<file path="src/rtl/cfg_bus_arbiter_if.sv">
// Configuration-bus arbiter port bundle: requester handshake, responses
// and the shared configuration bus towards the slaves.
interface cfg_bus_arbiter_if #(
    parameter int N_REQ  = 2,
    parameter int ADDR_W = 4,
    parameter int DATA_W = 14,
    parameter int N_SLV  = 3
);
    logic [N_REQ-1:0]        req_valid;
    logic [N_REQ*ADDR_W-1:0] req_addr;
    logic [N_REQ*DATA_W-1:0] req_data;
    logic [N_REQ-1:0]        req_ready;
    logic [N_REQ-1:0]        rsp_valid;
    logic                    rsp_err;
    logic                    c_valid;
    logic [ADDR_W-1:0]       c_addr;
    logic [DATA_W-1:0]       c_data;
    logic [N_SLV-1:0]        c_ready;

    // Arbiter side: owns the bus and the request/response strobes.
    modport master (
        input  req_valid, req_addr, req_data, c_ready,
        output req_ready, rsp_valid, rsp_err, c_valid, c_addr, c_data
    );

    // Environment side: requesters and slaves.
    modport slave (
        output req_valid, req_addr, req_data, c_ready,
        input  req_ready, rsp_valid, rsp_err, c_valid, c_addr, c_data
    );
endinterface

</file>
<file path="src/rtl/cfg_bus_arbiter.sv">
// Round-robin arbiter and sole master of the shared configuration bus.
// One write in flight at a time; completes when every slave is ready,
// aborts after TIMEOUT drive cycles, then leaves one idle bus cycle.
module cfg_bus_arbiter #(
    parameter int N_REQ   = 2,
    parameter int ADDR_W  = 4,
    parameter int DATA_W  = 14,
    parameter int N_SLV   = 3,
    parameter int TIMEOUT = 255
) (
    input  logic              clk,
    input  logic              rst_n,
    cfg_bus_arbiter_if.master bus,
    output logic              busy,
    output logic [7:0]        err_cnt
);
    localparam int TMR_W = $clog2(TIMEOUT + 1);
    localparam int PTR_W = (N_REQ > 1) ? $clog2(N_REQ) : 1;

    typedef enum logic [1:0] {IDLE, DRIVE, GAP} state_t;

    state_t             state_reg, state_next;
    logic [PTR_W-1:0]   rr_ptr_reg, rr_ptr_next;
    logic [PTR_W-1:0]   grant_reg, grant_next;
    logic [TMR_W-1:0]   timer_reg, timer_next;
    logic [ADDR_W-1:0]  c_addr_reg, c_addr_next;
    logic [DATA_W-1:0]  c_data_reg, c_data_next;
    logic               c_valid_reg, c_valid_next;
    logic [N_REQ-1:0]   req_ready_reg, req_ready_next;
    logic [N_REQ-1:0]   rsp_valid_reg, rsp_valid_next;
    logic               rsp_err_reg, rsp_err_next;
    logic               busy_reg, busy_next;
    logic [7:0]         err_cnt_reg, err_cnt_next;

    logic [ADDR_W-1:0]  addr_slice [N_REQ];
    logic [DATA_W-1:0]  data_slice [N_REQ];
    logic               found;
    logic [PTR_W-1:0]   pick;

    // Unpack the flattened request buses into per-requester slices.
    for (genvar gi = 0; gi < N_REQ; gi++) begin : g_slice
        assign addr_slice[gi] = bus.req_addr[gi*ADDR_W +: ADDR_W];
        assign data_slice[gi] = bus.req_data[gi*DATA_W +: DATA_W];
    end

    // Round-robin pick: first requesting index starting at rr_ptr, wrapping.
    always_comb begin : pick_rr
        logic [PTR_W:0] idx;
        idx   = '0;
        found = 1'b0;
        pick  = '0;
        for (int k = 0; k < N_REQ; k++) begin
            idx = {1'b0, rr_ptr_reg} + (PTR_W+1)'(k);
            if (idx >= (PTR_W+1)'(N_REQ)) begin
                idx = idx - (PTR_W+1)'(N_REQ);
            end
            if (!found && bus.req_valid[idx[PTR_W-1:0]]) begin
                found = 1'b1;
                pick  = idx[PTR_W-1:0];
            end
        end
    end

    // Next-state and registered-output logic; strobes default to zero.
    always_comb begin
        state_next     = state_reg;
        rr_ptr_next    = rr_ptr_reg;
        grant_next     = grant_reg;
        timer_next     = timer_reg;
        c_addr_next    = c_addr_reg;
        c_data_next    = c_data_reg;
        c_valid_next   = c_valid_reg;
        req_ready_next = '0;
        rsp_valid_next = '0;
        rsp_err_next   = 1'b0;
        err_cnt_next   = err_cnt_reg;
        case (state_reg)
            IDLE: begin
                if (found) begin
                    c_addr_next    = addr_slice[pick];
                    c_data_next    = data_slice[pick];
                    c_valid_next   = 1'b1;
                    req_ready_next = N_REQ'(1) << pick;
                    grant_next     = pick;
                    rr_ptr_next    = (pick == PTR_W'(N_REQ - 1)) ? '0 : pick + PTR_W'(1);
                    timer_next     = '0;
                    state_next     = DRIVE;
                end
            end
            DRIVE: begin
                // All-ready is tested first so it wins over a coincident timeout.
                if (&bus.c_ready) begin
                    c_valid_next   = 1'b0;
                    rsp_valid_next = N_REQ'(1) << grant_reg;
                    state_next     = GAP;
                end else if (timer_reg == TMR_W'(TIMEOUT - 1)) begin
                    c_valid_next   = 1'b0;
                    rsp_valid_next = N_REQ'(1) << grant_reg;
                    rsp_err_next   = 1'b1;
                    if (err_cnt_reg != 8'hFF) begin
                        err_cnt_next = err_cnt_reg + 8'd1;
                    end
                    state_next     = GAP;
                end else begin
                    timer_next = timer_reg + TMR_W'(1);
                end
            end
            GAP: begin
                c_valid_next = 1'b0;
                state_next   = IDLE;
            end
            default: begin
                c_valid_next = 1'b0;
                state_next   = IDLE;
            end
        endcase
        busy_next = (state_next != IDLE);
    end

    // State and output registers; reset clears the bus immediately.
    always_ff @(posedge clk or negedge rst_n) begin
        if (!rst_n) begin
            state_reg     <= IDLE;
            rr_ptr_reg    <= '0;
            grant_reg     <= '0;
            timer_reg     <= '0;
            c_addr_reg    <= '0;
            c_data_reg    <= '0;
            c_valid_reg   <= 1'b0;
            req_ready_reg <= '0;
            rsp_valid_reg <= '0;
            rsp_err_reg   <= 1'b0;
            busy_reg      <= 1'b0;
            err_cnt_reg   <= '0;
        end else begin
            state_reg     <= state_next;
            rr_ptr_reg    <= rr_ptr_next;
            grant_reg     <= grant_next;
            timer_reg     <= timer_next;
            c_addr_reg    <= c_addr_next;
            c_data_reg    <= c_data_next;
            c_valid_reg   <= c_valid_next;
            req_ready_reg <= req_ready_next;
            rsp_valid_reg <= rsp_valid_next;
            rsp_err_reg   <= rsp_err_next;
            busy_reg      <= busy_next;
            err_cnt_reg   <= err_cnt_next;
        end
    end

    assign bus.c_valid   = c_valid_reg;
    assign bus.c_addr    = c_addr_reg;
    assign bus.c_data    = c_data_reg;
    assign bus.req_ready = req_ready_reg;
    assign bus.rsp_valid = rsp_valid_reg;
    assign bus.rsp_err   = rsp_err_reg;
    assign busy          = busy_reg;
    assign err_cnt       = err_cnt_reg;
endmodule

</file>
<file path="src/flat_wrapper.sv">
// flat-port wrapper written by rule: the top's interface ports become plain ports
module cfg_bus_arbiter_flat 
#(
    parameter int N_REQ   = 2,
    parameter int ADDR_W  = 4,
    parameter int DATA_W  = 14,
    parameter int N_SLV   = 3,
    parameter int TIMEOUT = 255
)
  (clk, rst_n, busy, err_cnt, bus_req_valid, bus_req_addr, bus_req_data, bus_c_ready, bus_req_ready, bus_rsp_valid, bus_rsp_err, bus_c_valid, bus_c_addr, bus_c_data);
  cfg_bus_arbiter_if #(.N_REQ(N_REQ), .ADDR_W(ADDR_W), .DATA_W(DATA_W), .N_SLV(N_SLV)) bus_i ();
  input  logic clk;
  input  logic rst_n;
  output logic busy;
  output logic [7:0] err_cnt;
  input wire logic [$bits(bus_i.req_valid)-1:0] bus_req_valid;
  input wire logic [$bits(bus_i.req_addr)-1:0] bus_req_addr;
  input wire logic [$bits(bus_i.req_data)-1:0] bus_req_data;
  input wire logic [$bits(bus_i.c_ready)-1:0] bus_c_ready;
  output wire logic [$bits(bus_i.req_ready)-1:0] bus_req_ready;
  output wire logic [$bits(bus_i.rsp_valid)-1:0] bus_rsp_valid;
  output wire logic [$bits(bus_i.rsp_err)-1:0] bus_rsp_err;
  output wire logic [$bits(bus_i.c_valid)-1:0] bus_c_valid;
  output wire logic [$bits(bus_i.c_addr)-1:0] bus_c_addr;
  output wire logic [$bits(bus_i.c_data)-1:0] bus_c_data;
  assign bus_i.req_valid = bus_req_valid;
  assign bus_i.req_addr = bus_req_addr;
  assign bus_i.req_data = bus_req_data;
  assign bus_i.c_ready = bus_c_ready;
  assign bus_req_ready = bus_i.req_ready;
  assign bus_rsp_valid = bus_i.rsp_valid;
  assign bus_rsp_err = bus_i.rsp_err;
  assign bus_c_valid = bus_i.c_valid;
  assign bus_c_addr = bus_i.c_addr;
  assign bus_c_data = bus_i.c_data;
  cfg_bus_arbiter #(.N_REQ(N_REQ), .ADDR_W(ADDR_W), .DATA_W(DATA_W), .N_SLV(N_SLV), .TIMEOUT(TIMEOUT)) u_core (.clk(clk), .rst_n(rst_n), .bus(bus_i), .busy(busy), .err_cnt(err_cnt));
endmodule
</file>
<file path="config.mk">
export PLATFORM = sky130hd
export DESIGN_NAME = cfg_bus_arbiter_flat
export DESIGN_NICKNAME = d
export VERILOG_FILES = /design/src/rtl/cfg_bus_arbiter_if.sv /design/src/rtl/cfg_bus_arbiter.sv /design/src/flat_wrapper.sv
export SDC_FILE = /design/constraint.sdc
export NUM_CORES = 1
export LEC_CHECK = 0
export CAP_MARGIN = 20
export CORE_MARGIN = 3
export CORE_UTILIZATION = 25
export DETAILED_ROUTE_END_ITERATION = 10
export DONT_BUFFER_PORTS = 1
export SETUP_SLACK_MARGIN = 0.02
export SLEW_MARGIN = 10
export SYNTH_ARGS = -nofsm -noshare
export SYNTH_HDL_FRONTEND = slang
export SYNTH_SLANG_ARGS = --single-unit
export TNS_END_PERCENT = 1
</file>
<file path="constraint.sdc">
create_clock -name clk -period 1.5 [get_ports clk]
set_input_delay 0.375 -clock clk [delete_from_list [all_inputs] [get_ports clk]]
set_output_delay 0.375 -clock clk [all_outputs]
set_load 0.01 [all_outputs]
</file>
**Word level (Yosys, flattened, before mapping)**

Index checks and enable logic that the tools add are counted.

- Register bits after elaboration: 45
- Logic and storage cells: 81
- Input port bits: 43
- Output and inout bits: 33

- $add $sub $neg: 6
- Shift-type cells: 2
- Mux-type cells: 37
- $lt $le $gt $ge: 5
- Reduce and logical (&&, ||, !) cells: 10
- Bitwise gates (word level): 2
- Equal/unequal tests: 7

Operators with widths:

| operator | number |
|---|---|
| 14-bit two-way mux | 3 |
| 8-bit two-way mux | 3 |
| 1-bit two-way mux | 17 |
| 8-bit by 1-bit adder with 8-bit output (second input constant) | 2 |
| 2-bit two-way mux | 8 |
| 8-bit case mux with 2 select lines | 1 |
| 4-bit two-way mux | 3 |
| 8-bit equality test (second input constant) | 1 |
| 8-bit != test (second input constant) | 1 |
| 4-bit AND reduction | 2 |
| 2-bit greater-or-equal comparator (second input constant) | 2 |
| 1-bit by 2-bit less-than comparator with 1-bit output (second input constant) | 2 |
| 2-bit != test (second input constant) | 2 |
| 2-bit case mux with 2 select lines | 1 |
| 2-bit AND reduction | 2 |
| 2-bit nonzero test | 2 |
| 1-bit by 1-bit << shifter with 2-bit output (first input constant) | 2 |
| 3-bit by 1-bit != test with 1-bit output (second input constant) | 1 |
| 3-bit AND reduction | 1 |
| 1-bit by 1-bit adder with 2-bit output (second input constant) | 1 |
| 2-bit by 1-bit equality test with 1-bit output (second input constant) | 1 |
| 1-bit by 2-bit greater-or-equal comparator with 1-bit output (second input constant) | 1 |
| 2-bit zero test | 1 |
| 2-bit by 1-bit != test with 1-bit output (second input constant) | 1 |
| other kinds (7) | 8 |

**Depth between registers and ports, before layout**

- Word-level depth: 12
- Gate-level depth with buffers: 7
- Gate-level depth less buffers: 7

**Worst setup path after synthesis**

OpenSTA, ideal clock, no wires.

- Path kind: register -> register
- Start point: reg u_core.timer_reg[0]
- End point: reg u_core.err_cnt_reg[1] (netlist: u_core.err_cnt[1])
- Cell stages (with the launch flop): 7
- Period minus slack after synthesis: 1.642 ns
- Setup slack: -0.142 ns
- Path buffers: 0
- Library setup time: 0.125 ns
- Required time: 1.375 ns
- Arrival time: 1.517 ns
- Path through: dfrtp_1 inv_1 ha_1 and3_1 nand4_4 nor2_1 mux2_2

- Word-level cells in the longest chain between the ends: 2

Ends and longest elaborated chain:

| element | line | source |
|---|---|---|
| start: declaration | cfg_bus_arbiter.sv:25 | `logic [TMR_W-1:0] timer_reg, timer_next;` |
| start signal: assignment | cfg_bus_arbiter.sv:139 | `timer_reg <= timer_next;` |
| 8-bit equality test | cfg_bus_arbiter.sv:96 | `end else if (timer_reg == TMR_W'(TIMEOUT - 1)) begin` |
| 4-bit AND reduction (no source line) | - |  |
| end signal: assignment | cfg_bus_arbiter.sv:147 | `err_cnt_reg <= err_cnt_next;` |
| end: declaration | cfg_bus_arbiter.sv:33 | `logic [7:0] err_cnt_reg, err_cnt_next;` |

Every way passes these cells.
A chain may end at the register's enable or synchronous reset.

**Worst setup path in the final report**

Same ends and word-level chain as after synthesis.

==> results.cfg <==
[status]
status = finished, violations left
failed_checks = negative setup slack

[global_route]
gr-usage-met3_pct = 3.73
groute.usage.overall_pct = 9.86
grtUsageMet1_pct = 11.7
first_global_vias = 1521
top_usage_layer = met2
antenna_found_initial = 0
grt_max_degree = 46
overflow = 0
grt_pass1_wl_mm = 7.61
grtUsageMet2_pct = 16.6

[timing]
fmax_ghz = 0.618
tns_ps = -359
final-hold-violation-count = 0
worst_slack_ps = -119
fin_worst_skew_ps = 6.81
rsz0062_at_grt = yes
slew_headroom_pct = 67.8
drv_slew = 0
fin_crit_sh_pct = 108
period_needed_ps = 1620
worstMarginPinSlew_ps = 482
setup_viol = 6

[drt]
first_pass_iters = 4
num_vias = 1491
detailedRoute.firstIterationViolations = 33
ant_nets = 0
wl_per_cell_microns = 14.4
vias_per_cell = 4.70
drc = 0
wirelength_mm = 4.56

[critical_path]
cp_max_fo = 7
critPathLaunchType = flop
cp.arrival_ps = 1800
cp_data_required_time_ps = 1680
criticalPathCategory = reg2reg
setup.worst_path.end_class = flop
cp_top_family = simple AND/OR/NAND/NOR gates
worst-r2r-setup-slack_ps = -120
max_stage_delay_ps = 390
crit_slowest_cell = dfrtp_1
cp_num_buf_inv = 1
crit_chain = inv_2 -> ha_4 -> and3_4 -> nand4_4 -> nor2_4 -> mux2_4

[synthesis]
synth_ff_type = dfrtp_1
ys_types = 37
ys_seq_elements = 45
synth_cells = 187
synth_warnings = 0
synth_nets = 233
synthesis.area_sq_um = 2080
synth-edff-count = 0
syn_avg_cell_area_sq_um = 11.1
yosysSeqAreaShare_pct = 54.2
async_reset_ff_share_pct = 100

[clock_tree]
cts_buffers = 5
cts.sinks = 45
cts_root_buf = clkbuf_8
cts_buffer_depth = 2
cts_tree = done
worstSkewPairLatency_ps = 300
htreeDepth = 2
cts_setup_buffers = 0
path_clk_slew_ps = 90

[placement]
place_inst = 307
hpwl_mm = 3.41
portBuffers = 0
place_congestion = 0.739

[final_layout]
nFillCells = 785
most-common-layout-cells = dfrtp_1, nand2_1, buf_4
drive_gt1_share_pct = 24.2
final_cell_count_no_fill = 317
largest_reg_flops = 14
final_net_count = 260
seq_area_sq_um = 1130
layout_commonest_cell = dfrtp_1
antenna_cells = 0
area_growth_syn_to_layout_pct = 26.1
multi_input_area_sq_um = 986

[floorplan]
ios = 76
core_region_area_sq_um = 7890
start_util_pct = 26.3
num_rows = 32
dieHeight_microns = 97.2
dieArea_sq_um = 9440
die_x_microns = 97.2

[hold_path]
hold_path_class = in2reg

[power]
power_per_cell_area_nw_per_um2 = 1540
ir_drop_v = 0.000581
p_leak_uw = 0.00122

[job]
cap_violations = 0
==> cell usage after synthesis, drive strengths merged, types with 5 or more instances <==
library cell	number	area (sq um)
xor2	5	43.8
o31ai	5	37.5
dfrtp	45	1130
mux2i	19	190
nand3	6	35.0
inv	6	22.5
nand2	28	105
o21ai	23	115
buf	5	25.0
==> metal layers <==
layer  vias up  routed length (microns)
met2        53                     2250
met1       707                     1870
li1        725                        -
met3         6                      380
met5         -                        0
met4         0                       49
==> power by group <==
part | switching [uW] | internal [uW] | leakage [uW]
combinational | 588 | 509 | 0.000582
clock | 409 | 544 | 0.0000585
sequential | 413 | 1580 | 0.000582
total | 1410 | 2630 | 0.00122
==> worst paths after layout <==
kind,cells after the start,endpoint,from
worst max-delay path,6,u_core.err_cnt[1]$_DFFE_PN0P_,u_core.timer_reg[0]$_DFFE_PN0P_
max in group asynchronous,2,u_core.timer_reg[7]$_DFFE_PN0P_,rst_n
worst max register to register,6,u_core.err_cnt[1]$_DFFE_PN0P_,u_core.timer_reg[0]$_DFFE_PN0P_
worst min register to register,1,u_core.bus.rsp_valid[0]$_DFF_PN0_,u_core.grant_reg$_DFFE_PN0P_
min in group asynchronous,2,u_core.bus.c_data[11]$_DFFE_PN0P_,rst_n
worst min-delay path,2,u_core.bus.c_valid$_DFFE_PN0P_,bus_req_valid[1]
==> stage by stage <==
step / hold slack [ps] / setup WS [ps] / utilization, % / instance area, sq um / total power [uW]
3_3_place_gp: 82.2 / -77.1 / 30.5 / 2410 / 3030
4_1_cts: 211 / -122 / 32.6 / 2570 / 4100
6_report: 225 / -119 / 33.2 / 2620 / 4040
5_1_grt: 228 / -179 / 33.2 / 2620 / 4350
3_5_place_dp: 82.4 / -129 / 30.5 / 2410 / 3070
2_1_floorplan: 79.4 / -90.9 / - / 2100 / 2630
==> cell families after synthesis <==
family                     Yosys count  share of synthesized area (%)
AOI/OAI and AO/OA                   43                           13.4
adders and majority gates            3                           1.81
xor gates and xnor gates             5                           2.11
and+or+nand+nor                     58                           16.2
DFF                                 45                           54.2
muxes                               20                           9.69
buffers and inverters               13                           2.65
==> layout make-up <==
| type | count | area share, % |
|---|---|---|
| Inverter | 6 | 0.860 |
| Clock buffer | 7 | 3.30 |
| Multi-Input combinational cell | 129 | 37.6 |
| Sequential cell | 45 | 43.0 |
| Timing Repair Buffer | 27 | 9.22 |
| Clock inverter | 1 | 1.15 |
| Tap cell | 102 | 4.87 |
==> timing repair <==
action,CTS,global route
pin swaps,3,7
endpoints found under the hold margin,45,0
resized for setup,2,8
hold buffers,2,0
setup endpoints to repair,9,24
(Power assumes the default switching activity.)
==> edit 1: new RTL, config.mk and constraints unchanged <==
Register the output `err_cnt` once more, cleared by the reset; this adds one clock of latency there. The other outputs are not delayed to match.
--- a/src/rtl/cfg_bus_arbiter.sv
+++ b/src/rtl/cfg_bus_arbiter.sv
@@ -155,6 +155,12 @@
     assign bus.rsp_valid = rsp_valid_reg;
     assign bus.rsp_err   = rsp_err_reg;
     assign busy          = busy_reg;
-    assign err_cnt       = err_cnt_reg;
+    always_ff @(posedge clk or negedge rst_n) begin
+        if (!rst_n) begin
+            err_cnt <= '0;
+        end else begin
+            err_cnt <= err_cnt_reg;
+        end
+    end
 endmodule
 
Behaviour: no difference found for any inputs over 10 cycles, from zero or initial values and one cycle with rst_n low; that may be too few to reach the edited logic, so the function may still have changed.
==> edit 1 against the unedited design <==
- the flow finishes with violations (hold timing, setup timing)
- wire length increased by 9.7%
- fmax increased by 3.8%
- core utilization decreased by 1.6 points
- power increased by 8.8%
- synthesized area increased by 5.5%
- worst setup slack improved by 0.059 ns
- first-iteration DRC count increased by 110%
- sequential share of layout area increased by 7.1 points
- clock skew about the same
- cell area increased by 1.1%
- die area increased by 5.2%
- sequential cell count increased by 8
==> edit 1: results (changes against the unedited design) <==
| Metric | This run | Change |
|---|---|---|
| Instance count of the mapped netlist | 175 | -6.4% |
| Number of nets in the layout | 250 | -3.8% |
| Worst supply voltage drop on vdd | 427.6 uV | -26% |
| Clock Skew | 0.006494 ns | -0.0003160 ns |
| Post-route worst hold slack | -0.2528 ns | -0.4781 ns |
| Status | finished with violations |  |
| Fill cell instance count of the final layout | 853 | +8.7% |
| Met3 routing resource usage after global routing | 0.03647 | -0.0008639 |
| Final worst slack | -0.05948 ns | +0.05944 ns |
| Worst hold path class | in -> async |  |
| WL met3 | 363 um | -4.5% |
| Failing checks | hold timing, setup timing |  |
| Seq group | 0.00219 W | +10% |
| Placed cells | 300 | -2.3% |
| Total power after layout | 0.004401 W | +8.8% |
| Number of setup violations in the final report | 3 | -3 |
| Post-placement cell area | 2520 um2 | +4.6% |
| Final Hold Fails | 53 | +53 |
| Drt wl/cell | 16.13 um | +12% |
| Largest fanout on the critical path | 4 | -3 |
| Post-cts gate resize count | 4 | +2 |
| Count of non-CTS inverters in the layout | 2 | -4 |
| Routing usage on met1 | 0.1289 | +0.01160 |
| Vias in the first global route | 1628 | +7.0% |
| DRT iter0 DRCs | 68 | +110% |
| Met1 WL | 2173 um | +16% |
## edit 1: cell count changes after synthesis, sizes merged, moves of 6 or more
cell,unedited run,this run
mux2i,19,2
and2,1,19
nand2,28,8
dfrtp,45,53
xnor2,0,6
a221o,0,17
o21ai,23,8
## edit 1: worst max-delay path: stages, from the launching register on
cell and delay [ns]:
sky130_fd_sc_hd__dfrtp_1 0.39, sky130_fd_sc_hd__inv_1 0.06, sky130_fd_sc_hd__ha_1 0.15, sky130_fd_sc_hd__nand3_2 0.11
sky130_fd_sc_hd__nor4b_4 0.26, sky130_fd_sc_hd__and2_4 0.19, sky130_fd_sc_hd__mux2_4 0.29
## edit 1: logic make-up after synthesis
logic type,share of synthesized area
XOR/XNOR,0.02795
AO/OA/AOI/OAI,0.1409
AND/OR/NAND/NOR,0.1780
buffers and inverters,0.01540
adder cells (fa/ha/maj),0.01712
flip-flops,0.6047
multiplexers,0.01597
==> edit 2: new RTL, same settings <==
Made on the original files. `DATA_W` is set to 14 in 3 places; all go to 7.
--- a/src/rtl/cfg_bus_arbiter_if.sv
+++ b/src/rtl/cfg_bus_arbiter_if.sv
@@ -3,7 +3,7 @@
 interface cfg_bus_arbiter_if #(
     parameter int N_REQ  = 2,
     parameter int ADDR_W = 4,
-    parameter int DATA_W = 14,
+    parameter int DATA_W = 7,
     parameter int N_SLV  = 3
 );
     logic [N_REQ-1:0]        req_valid;
--- a/src/rtl/cfg_bus_arbiter.sv
+++ b/src/rtl/cfg_bus_arbiter.sv
@@ -4,7 +4,7 @@
 module cfg_bus_arbiter #(
     parameter int N_REQ   = 2,
     parameter int ADDR_W  = 4,
-    parameter int DATA_W  = 14,
+    parameter int DATA_W  = 7,
     parameter int N_SLV   = 3,
     parameter int TIMEOUT = 255
 ) (
--- a/src/flat_wrapper.sv
+++ b/src/flat_wrapper.sv
@@ -3,7 +3,7 @@
 #(
     parameter int N_REQ   = 2,
     parameter int ADDR_W  = 4,
-    parameter int DATA_W  = 14,
+    parameter int DATA_W  = 7,
     parameter int N_SLV   = 3,
     parameter int TIMEOUT = 255
 )
Ports: changed (resized bus_c_data and bus_req_data); port bits go from 76 to 55. No check against the original RTL was run, so the function may have changed too.
==> edit 2 against the unedited design <==
- the flow still finishes with violations (setup timing)
- worst setup slack lost 0.15 ns
- hold slack lost 0.0056 ns
- non-clock buffer count grew 14
- sequential cell count shrank 7
- power shrank 16%
- first-iteration DRC count grew 18%
- fmax shrank 8.4%
- cell count shrank 14%
- cell area shrank 12%
- wire length shrank 10%
- synthesized area shrank 18%
- critical endpoint unchanged
- largest cell class unchanged
- largest power group unchanged
- highest routed layer unchanged
==> edit 2: results (changes against the unedited design) <==
| Metric | This run | Change |
|---|---|---|
| Pin count of the biggest net entering global routing | 39 | -15% |
| Total Routed Length | 4087 um | -10% |
| Cells taking the most area after synthesis | sky130_fd_sc_hd__dfrtp_1 (56%), sky130_fd_sc_hd__mux2i_1 (4.7%), sky130_fd_sc_hd__o21ai_0 (3.2%) |  |
| Status | finished with violations |  |
| Global-route wire length before repair | 6727 um | -12% |
| Max-slew headroom at the worst pin | 0.7032 | +0.02541 |
| HPWL reported at the end of detailed placement | 2926 um | -14% |
| Fill cell instance count of the final layout | 645 | -18% |
| Drt wl/cell | 14.92 um | +3.8% |
| Data arrival at the endpoint of the critical path | 1.96 ns | +0.16 ns |
| Instance count of the mapped netlist | 154 | -18% |
| Placer's final routability congestion estimate | 0.7902 | +6.9% |
| Routed vias/inst | 4.916 | +4.5% |
| Number of nets in the layout | 228 | -12% |
| Number of distinct library cells after synthesis | 38 | +2.7% |
| Worst setup slack before clock tree synthesis | -0.3293 ns | -0.2007 ns |
| Number of setup violations in the final report | 22 | +16 |
| Placed cells | 260 | -15% |
| Global-route total usage across every layer | 0.1129 | +0.01427 |
| Hold path endpoint | u_core.bus.c_addr[0] |  |
| Slowest cell on crit path | sky130_fd_sc_hd__or4_4 |  |
| Total Negative Setup Slacks | -2.689 ns | -2.330 ns |
| Final worst slack | -0.2681 ns | -0.1492 ns |
| Post-route worst hold slack | 0.2197 ns | -0.005610 ns |
| DRT iter0 DRCs | 39 | +18% |
| Count of TritonRoute iterations in the first routing pass | 4 | unchanged |
| Mapped Nets | 186 | -20% |
| Hold wc startpoint | bus_req_addr[4] |  |
| Failing checks | setup timing |  |
| Worst R2R Path Depth | 7 | +1 |
| Reported leakage power | 1.033 nW | -15% |
| Number of instances on the worst hold path | 1 | -1 |
## edit 2: changes by cell type after synthesis, sizes merged, moves of 5 or more
cell	before	now
nand2	28	14
mux2i	19	8
o21ai	23	12
dfrtp	45	38
and3	1	6
## edit 2: power by group
part	leakage, nW	internal, W	switching [W]
Combinational	0.515	0.000578	0.000529
Sequential	0.473	0.00130	0.000290
Clock	0.0452	0.000328	0.000389
Total	1.03	0.00221	0.00121
## edit 2: worst max path at each step
stage                             start  slack (ns)           endpoint  cells past startpoint
global route        u_core.timer_reg[0]       -0.36  u_core.err_cnt[7]                      7
finish              u_core.timer_reg[0]       -0.27  u_core.err_cnt[1]                      7
CTS                 u_core.timer_reg[0]       -0.28  u_core.err_cnt[4]                      7
detailed placement  u_core.timer_reg[0]       -0.33  u_core.err_cnt[1]                      7
global placement         bus_c_ready[2]       -0.29  u_core.err_cnt[1]                      5
floorplan           u_core.timer_reg[0]       -0.31  u_core.err_cnt[1]                      7
## edit 2: worst reg2reg max path, delay by kind of cell, from the launching register on
family                     cells  cell delay (ns)
buffers and inverters          2             0.24
and+or+nand+nor                3             0.60
muxes                          1             0.30
DFF                            1             0.39
adders and majority gates      1             0.13
## edit 2: layout make-up
cell class | instances | area, um2 | area share
clock buffer | 6 | 72.57 | 0.03154
clock inverter | 2 | 13.76 | 0.005982
inverter | 3 | 13.76 | 0.005982
multi-input combinational | 107 | 819.5 | 0.3562
sequential | 38 | 950.9 | 0.4133
tap | 77 | 96.34 | 0.04187
timing repair buffer | 41 | 334.1 | 0.1452
## edit 2: what timing repair did
action                                  in CTS  in global routing
hold buffers                                 2                  0
gates resized for setup                     10                 10
hold endpoints to repair                    38                  0
pin swaps                                    2                  4
setup buffers                                3                  1
endpoints found under the setup margin      18                 35
## edit 2: per-stage QoR
stage | total power, W | instance area (um2)
6_report | 0.003415 | 2301
4_1_cts | 0.003398 | 2231
2_1_floorplan | 0.002101 | 1724
5_1_grt | 0.003694 | 2301
3_3_place_gp | 0.002572 | 2057
3_5_place_dp | 0.002586 | 2057
## edit 2: logic make-up after synthesis
family / Yosys count / share of synthesized area
flops: 38 / 0.5551
simple gates: 55 / 0.1870
buf+inv: 9 / 0.02045
xor+xnor: 5 / 0.02556
compound gates: 35 / 0.1366
mux: 9 / 0.05332
fa+ha+maj: 3 / 0.02192
## edit 2: per-layer routing
layer	part of all wire	vias up	GRT usage
met5	0	-	0
met4	0.018	0	0.04945
met3	0.098	8	0.04655
met2	0.46	40	0.1775
met1	0.43	648	0.1353
li1	-	651	-
